===== config.mk =====
export PLATFORM = sky130hd
export DESIGN_NAME = cnn_layer_sequencer
export DESIGN_NICKNAME = d
export VERILOG_FILES = /design/src/rtl/cnn_layer_sequencer.sv
export SDC_FILE = /design/constraint.sdc
export NUM_CORES = 1
export LEC_CHECK = 0
export CAP_MARGIN = 20
export CELL_PAD_IN_SITES_DETAIL_PLACEMENT = 2
export CELL_PAD_IN_SITES_GLOBAL_PLACEMENT = 2
export CORE_ASPECT_RATIO = 1.4
export CORE_MARGIN = 2
export CORE_UTILIZATION = 40
export DETAILED_ROUTE_END_ITERATION = 8
export HOLD_SLACK_MARGIN = 0.02
export PLACE_DENSITY_LB_ADDON = 0.1
export SKIP_CTS_REPAIR_TIMING = 1
export SLEW_MARGIN = 20
export SYNTH_ARGS = -nofsm -noshare
export SYNTH_HDL_FRONTEND = slang
export SYNTH_SLANG_ARGS = --single-unit

===== constraint.sdc =====
create_clock -name HCLK -period 4.3 [get_ports HCLK]
set_input_delay 0.86 -clock HCLK [delete_from_list [all_inputs] [get_ports HCLK]]
set_output_delay 0.86 -clock HCLK [all_outputs]
set_load 0.01 [all_outputs]

===== src/rtl/cnn_layer_sequencer.sv =====
// Walks a small layer table and hands each CNN layer's base addresses and
// config word to the accelerator, one layer at a time.
module cnn_layer_sequencer #(
   parameter int MAX_LAYERS = 8,
   parameter int TI         = 16,
   parameter int TO         = 16,
   parameter int NW         = 16,
   parameter int TIMEOUT    = 1048575
) (
   input  logic        HCLK,
   input  logic        HRESET,
   input  logic        cfg_we,
   input  logic [3:0]  cfg_addr,
   input  logic [8:0]  cfg_wdata,
   input  logic [3:0]  num_layers,
   input  logic        start,
   input  logic        abort,
   input  logic        acc_layer_done,
   output logic [31:0] acc_base_addr,
   output logic [31:0] acc_layer_cfg,
   output logic        acc_cfg_valid,
   output logic        acc_start,
   output logic        busy,
   output logic [3:0]  layer_idx,
   output logic        done_irq,
   output logic        err
);

   typedef enum logic [2:0] {
      S_IDLE, S_LOAD, S_START, S_WAIT, S_ADVANCE, S_FINISH
   } state_t;

   localparam logic [3:0]  MAX_N    = 4'(MAX_LAYERS);
   localparam logic [19:0] WB_STEP3 = 20'(TI * TO * 9 / NW);
   localparam logic [19:0] WB_STEP1 = 20'(TO);
   localparam logic [11:0] PB_STEP  = 12'(TO);
   localparam logic [19:0] TMO_LAST = 20'(TIMEOUT - 1);

   // Handshake: acc_cfg_valid and acc_start are one-cycle strobes with no
   // back-pressure; the accelerator answers with acc_layer_done held as a
   // level, which must drop again before the next layer reaches WAIT.
   state_t      state;
   logic [8:0]  layer_table [16];
   logic [3:0]  num_latched;
   logic [19:0] weight_base;
   logic [11:0] param_base;
   logic [19:0] tmo_cnt;
   logic [19:0] nxt_wb;
   logic [11:0] nxt_pb;
   logic [3:0]  nxt_idx;
   logic        cur_last;

   function automatic logic [31:0] cfg_word(input logic [3:0] idx, input logic last,
                                            input logic [8:0] entry);
      return {16'b0, entry[8:6], entry[5:1], idx, last, entry[0], last, idx == 4'd0};
   endfunction

   assign busy = (state != S_IDLE);

   // The table survives reset so software need not reload it after a recovery.
   always_ff @(posedge HCLK) begin
      if (cfg_we && !busy && cfg_addr < MAX_N)
         layer_table[cfg_addr] <= cfg_wdata;
   end

   always_comb begin
      nxt_idx  = layer_idx + 4'd1;
      nxt_wb   = weight_base + (layer_table[layer_idx][0] ? WB_STEP3 : WB_STEP1);
      nxt_pb   = param_base + PB_STEP;
      cur_last = (layer_idx == num_latched - 4'd1);
   end

   always_ff @(posedge HCLK or posedge HRESET) begin
      if (HRESET) begin
         state         <= S_IDLE;
         num_latched   <= '0;
         weight_base   <= '0;
         param_base    <= '0;
         tmo_cnt       <= '0;
         layer_idx     <= '0;
         acc_base_addr <= '0;
         acc_layer_cfg <= '0;
         acc_cfg_valid <= 1'b0;
         acc_start     <= 1'b0;
         done_irq      <= 1'b0;
         err           <= 1'b0;
      end else if (abort && state != S_IDLE) begin
         state         <= S_IDLE;
         acc_cfg_valid <= 1'b0;
         acc_start     <= 1'b0;
         done_irq      <= 1'b0;
      end else begin
         case (state)
            S_IDLE: begin
               if (start) begin
                  if (num_layers == 4'd0 || num_layers > MAX_N) begin
                     err <= 1'b1;
                  end else begin
                     // Config for layer 0 is registered now so it is on the
                     // bus for the whole LOAD cycle.
                     num_latched   <= num_layers;
                     err           <= 1'b0;
                     layer_idx     <= 4'd0;
                     weight_base   <= '0;
                     param_base    <= '0;
                     acc_base_addr <= '0;
                     acc_layer_cfg <= cfg_word(4'd0, num_layers == 4'd1, layer_table[0]);
                     acc_cfg_valid <= 1'b1;
                     state         <= S_LOAD;
                  end
               end
            end
            S_LOAD: begin
               acc_cfg_valid <= 1'b0;
               acc_start     <= 1'b1;
               state         <= S_START;
            end
            S_START: begin
               acc_start <= 1'b0;
               tmo_cnt   <= '0;
               state     <= S_WAIT;
            end
            S_WAIT: begin
               if (acc_layer_done) begin
                  state <= S_ADVANCE;
               end else if (tmo_cnt == TMO_LAST) begin
                  err   <= 1'b1;
                  state <= S_IDLE;
               end else begin
                  tmo_cnt <= tmo_cnt + 20'd1;
               end
            end
            S_ADVANCE: begin
               weight_base <= nxt_wb;
               param_base  <= nxt_pb;
               if (cur_last) begin
                  done_irq <= 1'b1;
                  state    <= S_FINISH;
               end else begin
                  layer_idx     <= nxt_idx;
                  acc_base_addr <= {nxt_pb, nxt_wb};
                  acc_layer_cfg <= cfg_word(nxt_idx, nxt_idx == num_latched - 4'd1,
                                            layer_table[nxt_idx]);
                  acc_cfg_valid <= 1'b1;
                  state         <= S_LOAD;
               end
            end
            S_FINISH: begin
               done_irq <= 1'b0;
               state    <= S_IDLE;
            end
            default: state <= S_IDLE;
         endcase
      end
   end

endmodule


# Yosys cells after proc, flatten, opt, wreduce, memory -nomap -nowiden
# Memory sizes are Yosys's and may differ from the RTL's.
# Index checks and enable logic that the tools add are counted.
[totals]
ff_bits = 131
ramBits = 144
inputBits = 23
output_inout_bits = 73
elab_cells = 111
n_memories = 1
[op_classes]
add_sub_neg = 5
magnitude_cmp = 2
eq_ne = 20
mux = 46
bitwise_logic = 2
reduce_logical = 23
[memory_table]
columns = ["memory", "words", "word_bits", "read_ports", "rd_clocked_by_memory_dff", "wr", "line_no", "text"]
rows = [
  ["layer_table", 16, 9, 3, 0, 1, "43", "logic [8:0] layer_table [16];"],
]
[ops]
columns = ["cell", "count"]
rows = [
  ["32-bit two-way mux", 6],
  ["32-bit case mux with 2 select lines", 2],
  ["20-bit two-way mux", 4],
  ["20-bit case mux with 2 select lines", 2],
  ["12-bit two-way mux", 2],
  ["12-bit case mux with 2 select lines", 1],
  ["20-bit by 1-bit adder with 20-bit output, second input constant", 1],
  ["20-bit by 8-bit adder with 20-bit output", 1],
  ["20-bit equality test, second input constant", 1],
  ["3-bit two-way mux", 6],
  ["4-bit AND reduction", 4],
  ["3-bit case mux with 5 select lines", 1],
  ["1-bit two-way mux", 13],
  ["12-bit by 5-bit adder with 12-bit output, second input constant", 1],
  ["4-bit two-way mux", 3],
  ["2-bit inequality test, second input constant", 6],
  ["3-bit inequality test, second input constant", 4],
  ["5-bit AND reduction", 2],
  ["3-bit nonzero test", 3],
  ["4-bit equality test", 2],
  ["4-bit zero test", 2],
  ["8-bit two-way mux", 1],
  ["4-bit case mux with 2 select lines", 1],
  ["3-bit by 2-bit equality test with 1-bit output, second input constant", 2],
  ["other kinds (19)", 27],
]

# Logic depth before layout (Yosys ltp)
# Gate-level depths: netlist of the first run.
[logic_depth]
ltp_word = 6
depth_mapped = 10
depth_no_buf = 8

# Worst setup path after synthesis of the first run
# No wires, ideal clock.
[synth_timing]
path_kind = "register to register"
startpoint = "register layer_idx[0]"
endpoint = "register acc_base_addr[18]"
setup_time_ns = 0.120
arrival_time_ns = 3.406
required_ns = 4.180
slack_ns = 0.774
path_stages_with_launch = 11
path_buffers = 2
synth_period_minus_slack_ns = 3.526
cell_sequence = "dfrtp_1 -> buf_2 -> buf_4 -> mux4_2 -> mux4_2 -> ha_1 -> a31oi_1 -> nor4_1 -> nand3_1 -> xnor2_1 -> a31o_2"
[synth_via]
elab_chain_cells = 5
elab_cells_between_ends = 8
classes_between = "1 x add/sub; 2 x eq/ne; 3 x mux; 1 x reduce/logical; 1 x memory"
[synth_rtl]
columns = ["item", "line_no", "text"]
rows = [
  ["start: declaration", "24", "output logic [3:0] layer_idx,"],
  ["start signal: assignment", "140", "layer_idx <= nxt_idx;"],
  ["memory 16 x 9 bit", "--", ""],
  ["8-bit two-way mux", "68", "nxt_wb = weight_base + (layer_table[layer_idx][0] ? WB_STEP3 : WB_STEP1);"],
  ["20-bit by 8-bit adder with 20-bit output", "68", ""],
  ["32-bit two-way mux", "136", "if (cur_last) begin"],
  ["32-bit case mux with 2 select lines", "93", "case (state)"],
  ["end signal: assignment", "141", "acc_base_addr <= {nxt_pb, nxt_wb};"],
  ["end: declaration", "19", "output logic [31:0] acc_base_addr,"],
]
# Parallel ways exist; a longest one is shown, timed or not. The select of a mux whose other input is x is not followed.
# A chain may end at the register's enable or synchronous reset.

# Final worst setup path of the first run
[layout_timing]
startpoint = "register layer_idx[0]"
endpoint = "register weight_base[18]"
[layout_via]
elab_chain_cells = 4
[layout_rtl]
columns = ["item", "line_no", "text"]
rows = [
  ["memory 16 x 9 bit", "--", ""],
  ["8-bit two-way mux", "68", ""],
  ["20-bit by 8-bit adder with 20-bit output", "68", ""],
  ["20-bit case mux with 2 select lines", "93", ""],
  ["end signal: assignment", "134", "weight_base <= nxt_wb;"],
  ["end: declaration", "45", "logic [19:0] weight_base;"],
]
# No other way between the ends.

==> metrics.yaml, run 1 <==
finalSetupViolations: 0
cp_cell_sequence: "mux4_2 -> mux4_2 -> ha_1 -> a31oi_1 -> nor4_1 -> nand3_1 -> xnor2_1 -> a31o_2"
crit_fanout: 14
finalHoldViolations: 0
synth_edf_count: 144
routed_wl_um: 29000
die_w_um: 144
cp-end-kind: "flip-flop"
drive_above_1_share: 0.178
cp.required_ns: 4.71
dp_hpwl_um: 19600
crit_buf_inv: 0
fmax_ghz: 0.277
grt_pass1_wl_um: 45500
synth_commonest_cells: "edfxtp_1 (144), dfrtp_1 (94), nand2_1 (66), nor2_1 (44), mux4_2 (41)"
via_count: 6858
finalNetCount: 946
power_frac_clock: 0.389
synth.distinct_cells: 77
timing.final.crit_share: 0.841
yosysMostFrequentCell: "edfxtp_1"
maxSlewHeadroom: 0.292
startpoint_type: "flip-flop"
drt_iter0_markers: 251
cp_top_family: "multiplexers"
die_h_um: 199
intPower_uw: 4520
synthTopCellsByArea: "edfxtp_1 (40%), dfrtp_1 (22%), mux4_2 (8.5%)"
cp_slowest_cell: "nor4_1"
comb_power_share: 0.159
seq_area_frac_synth: 0.612
maxSlewViolCount: 0
arrival_ns: 4.02
drc: 0
leakagePower_uw: 0.00486
dieArea_mm2: 0.0287
synth_area_per_cell_um2: 14.2
io_pins: 96
critPathLaunch: "layer_idx[0]$_DFFE_PP0P_"
wl_per_cell_um: 22.3
synthFlopType: "edfxtp_1"
syn_area_mm2: 0.0109
min_path_type: "reg2reg"
synth-async-reset-ratio: 0.395
skew_ns: 0.0134
yosys.area.top_type: "edfxtp_1"
hp-start: "acc_base_addr[4]$_DFFE_PP0P_"
start_util: 0.407
timing.rr.start: "layer_idx[0]$_DFFE_PP0P_"
power.total_uw: 6110
post_drt_via_cell_ratio: 5.27
io_buffers: 71
clock_sinks: 238
grt_setup_unrepaired: "no"
syn_inst: 770
synth_top_cell_area_share: 0.396
clock_path_buffers: 3
p_sw_uw: 1590
firstDrtPassIters: 6
ant_nets: 0
worst_slew_pin_slew_ns: 1.05
maxCapViolations: 0
power_frac_seq: 0.452
antenna_found_initial: 0
vdd_ir_drop_max_v: 0.000309
clkTransAtPathRegs_ns: 0.07
cts_tree: "yes"
fp-row-count: 71
grt_overflow_total: 0
h-tree-depth: 1
yosys_register_bits: 238
numCtsBuffers: 26
grt_pass1_vias: 7817
status: "finished clean"
crit_top_cell: "mux4_2"
path_class: "reg2reg"
insertion_delay_ns: 0.53
fin_crit_ns: 3.62
grt_max_degree: 72
syn2layout_area_growth_pct: 20.0
grtUsageTotal: 0.209
core_area_mm2: 0.0268
antenna_cells: 0
fill_cells: 2602
gp_congestion: 0.782
pwr_density_cell_mw_per_mm2: 466
tns_ns: 0
synth_warnings: 0
critPathMaxStageDelay_ns: 0.72
switching_share: 0.261
cts_root_buffer: "clkbuf_16"
layout by cell type, fill, tap and decap left out, drive strengths merged, types with 21 or more instances in the layout:
cell           instances
clkdlybuf4s50         71
nor2                  44
mux4                  41
o21ai                 42
edfxtp               144
buf                   21
dfrtp                 94
a21oi                 24
clkbuf                33
conb                  96
mux2                  30
nand2                 67
metal layers:
layer  vias to the layer above  part of all wire  wire length, um  GRT usage
li1                       3094                 -                -          -
met1                      3599              0.38            11200      0.239
met2                       130              0.57            16400      0.410
met3                        35             0.033              971     0.0256
met4                         0             0.017              488     0.0472
met5                         -                 0                0          0
final cells by class:
class	instances	area, um2	area share
Timing Repair Buffer	92	868	0.0663
Clock inverter	15	209	0.0159
Tap cell	365	457	0.0349
Multi-Input combinational cell	550	4150	0.317
Sequential cell	238	6680	0.510
Inverter	8	32.5	0.00248
Clock buffer	33	708	0.0541
power by group through the flow:
stage	clock network, uW	logic [uW]	registers [uW]
2_1_floorplan	0	642	2750
3_3_place_gp	0	937	2790
3_5_place_dp	0	978	2810
4_1_cts	2440	990	2760
5_1_grt	2530	1070	2780
6_report	2380	970	2760
metrics by stage:
step	instances	hold WS [ns]	util	setup WS [ns]	area, um2
final	1301	0.484	0.488	0.684	13100
after CTS	1301	0.492	0.488	0.674	13100
after global routing	1301	0.511	0.488	0.451	13100
after detailed placement	1253	0.475	0.454	0.689	12200
after floorplan	865	0.445	-	0.774	11300
after global placement	1253	0.464	0.454	0.812	12200
flip-flops by register name (all words and copies together), names as in the netlist:
register,flops
acc_start,1
state,3
tmo_cnt,20
err,1
acc_base_addr,24
param_base,8
acc_layer_cfg,12
done_irq,1
acc_cfg_valid,1
layer_table,144
weight_base,16
layer_idx,3
num_latched,4
worst reg2reg max path: stages (launching register included):
cell and delay [ns]:
dfrtp_2 0.60, mux4_2 0.55, mux4_2 0.53, ha_1 0.36, a31oi_1 0.13, nor4_1 0.72, nand3_1 0.18, xnor2_1 0.18
a31o_2 0.25
cells by family after synthesis:
family / Yosys count / share of synthesized area
buffers and inverters: 77 / 0.0421
xor gates and xnor gates: 33 / 0.0284
other: 1 / 0.000343
AOI/OAI and AO/OA: 129 / 0.0811
DFF: 238 / 0.612
adders and majority gates: 7 / 0.00802
muxes: 83 / 0.130
and+or+nand+nor: 202 / 0.0984
worst paths after layout:
check	to	slack [ns]	cells after the start
max	weight_base[18]$_DFFE_PP0P_	0.68	8
max reg2reg	weight_base[18]$_DFFE_PP0P_	0.68	8
max in group asynchronous	acc_base_addr[12]$_DFFE_PP0P_	2.61	3
min reg2reg	acc_base_addr[4]$_DFFE_PP0P_	0.48	1
min	acc_base_addr[4]$_DFFE_PP0P_	0.48	1
min in group asynchronous	acc_base_addr[24]$_DFFE_PP0P_	0.92	2
(Power assumes the default switching activity.)
==> inputs of run 2 (changes only) <==
==> constraint.sdc (replaced) <==
create_clock -name HCLK -period 3.4 [get_ports HCLK]
set_input_delay 0.68 -clock HCLK [delete_from_list [all_inputs] [get_ports HCLK]]
set_output_delay 0.68 -clock HCLK [all_outputs]
set_load 0.01 [all_outputs]
==> run 2 against run 1 <==
Net effect: fmax rose by 14%; count of clock-buffer cells in the layout shrank 5; register-to-register slack worse by 0.45 ns; clock skew shrank 0.0023 ns; critical path depth up 1; core utilization grew 0.24 points; non-clock buffer count increased by 15; global-route usage is essentially flat; clock power is 17% higher; total power up 23%; sequential power up 26%; via count rose by 1.1%; critical path type unchanged; critical endpoint is now weight_base[14]$_DFFE_PP0P_.
==> metrics.yaml, run 2 (synthesis gave the netlist of run 1 again) <==
drive_above_1_share: 0.195
maxSlewViolCount: 0
grt_setup_unrepaired: "no"
grt_pass1_vias: 8033
grt_util_met1: 0.247
met2_usage: 0.402
ant_nets: 0
grt_pass1_wl_um: 45800
io_pins: 96
finalSetupViolations: 0
cp.required_ns: 3.80
post_drt_via_cell_ratio: 5.27
timing.final.crit_share: 0.930
dp_slack_ns: 0.0336
path_class: "reg2reg"
vdd_ir_drop_max_v: 0.000392
grt_overflow_total: 0
power.total_uw: 7540
arrival_ns: 3.57
wl_per_cell_um: 22.0
grt-busiest-layer: "met2"
maxSlewHeadroom: 0.591
fin_ws_ns: 0.237
skew_ns: 0.0110
start_util: 0.407
die_h_um: 199
fmax_ghz: 0.316
pwr_density_cell_mw_per_mm2: 573
cp-end-kind: "flip-flop"
post-route-util: 0.491
core_area_mm2: 0.0268
dp_hpwl_um: 19700
crit_fanout: 8
final_cell_mix: "edfxtp_1 (144), conb_1 (96), dfrtp_1 (93), clkdlybuf4s50_1 (71), nand2_1 (66)"
met3_usage: 0.0228
worst-r2r-setup-slack_ns: 0.24
cts_tree: "yes"
firstDrtPassIters: 4
antenna_found_initial: 1
top_register: "layer_table"
tns_ns: 0
stdcell_count: 1315
maxCapViolations: 0
min_path_type: "reg2reg"
leakagePower_uw: 0.00492
clkTransAtPathRegs_ns: 0.06
clock_sinks: 238
gp_congestion: 0.788
fill_cells: 2617
via_count: 6934
fp-row-count: 71
cp_cell_sequence: "mux4_2 -> mux4_2 -> ha_1 -> a31oi_1 -> buf_4 -> nor4_2 -> nor2_1 -> o21ai_0 -> o21ai_0"
largestRegisters: "layer_table: 144 flops, acc_base_addr: 24 flops, tmo_cnt: 20 flops"
worst_slew_pin_slew_ns: 0.612
drt_iter0_markers: 264
cp_slowest_cell: "mux4_2"
io_buffers: 71
clock_path_buffers: 3
dieArea_mm2: 0.0287
routed_wl_um: 28900
startpoint_type: "flip-flop"
finalNetCount: 960
cts_root_buffer: "clkbuf_16"
grt_max_degree: 44
critPathMaxStageDelay_ns: 0.56
drc: 0
status: "finished clean"
insertion_delay_ns: 0.54
final_common_cell: "edfxtp_1"
numCtsBuffers: 25
h-tree-depth: 1
finalHoldViolations: 0
die_w_um: 144
largest_register_ffs: 144
grtUsageTotal: 0.209
syn2layout_area_growth_pct: 20.6
fin_crit_ns: 3.16
place_inst: 1268
-- run 2: where the power goes --
part / internal [uW] / total [uW] / switching [uW]
Sequential: 3290 / 3490 / 197
Clock: 1610 / 2790 / 1180
Combinational: 586 / 1270 / 681
Total: 5480 / 7540 / 2060
-- run 2: final cells by class --
type,count,area [um2],area share
flip-flops and latches,238,6680,0.507
multi-input cells,550,4180,0.317
repair buffers,107,993,0.0755
clock buffers,28,647,0.0491
well taps,365,457,0.0347
clock inverters,18,181,0.0138
inverters,8,32.5,0.00247
diodes,1,2.50,0.000190
-- run 2: metal layers --
metal	share of wire	vias to the layer above	routed length, um
li1	-	3126	-
met1	0.40	3661	11500
met2	0.56	112	16100
met3	0.026	35	750
met4	0.017	0	497
met5	0	-	0
-- run 2: worst max-delay path, delay by kind of cell (launching register included) --
kind,cells,cell delay (ns)
multiplexers,2,1.03
AND/OR/NAND/NOR,2,0.47
adder cells (fa/ha/maj),1,0.36
buffers and inverters,1,0.21
AO/OA/AOI/OAI,3,0.47
flip-flops,1,0.49
-- run 2: stage by stage --
step           hold WS, ns  instance area [um2]
6_report             0.485                13200
5_1_grt              0.523                13200
4_1_cts              0.493                13100
3_5_place_dp         0.478                12300
3_3_place_gp         0.458                12300
2_1_floorplan        0.445                11300
-- run 2: worst paths after layout --
check                                                to  cells past startpoint                         start
min in group asynchronous  acc_base_addr[6]$_DFFE_PP0P_                      2                        HRESET
max reg2reg                 weight_base[14]$_DFFE_PP0P_                      9      layer_idx[0]$_DFFE_PP0P_
max in group asynchronous       tmo_cnt[15]$_DFFE_PP0P_                      3                        HRESET
min reg2reg                acc_base_addr[8]$_DFFE_PP0P_                      1  acc_base_addr[8]$_DFFE_PP0P_
max                         weight_base[14]$_DFFE_PP0P_                      9      layer_idx[0]$_DFFE_PP0P_
min                        acc_base_addr[8]$_DFFE_PP0P_                      1  acc_base_addr[8]$_DFFE_PP0P_
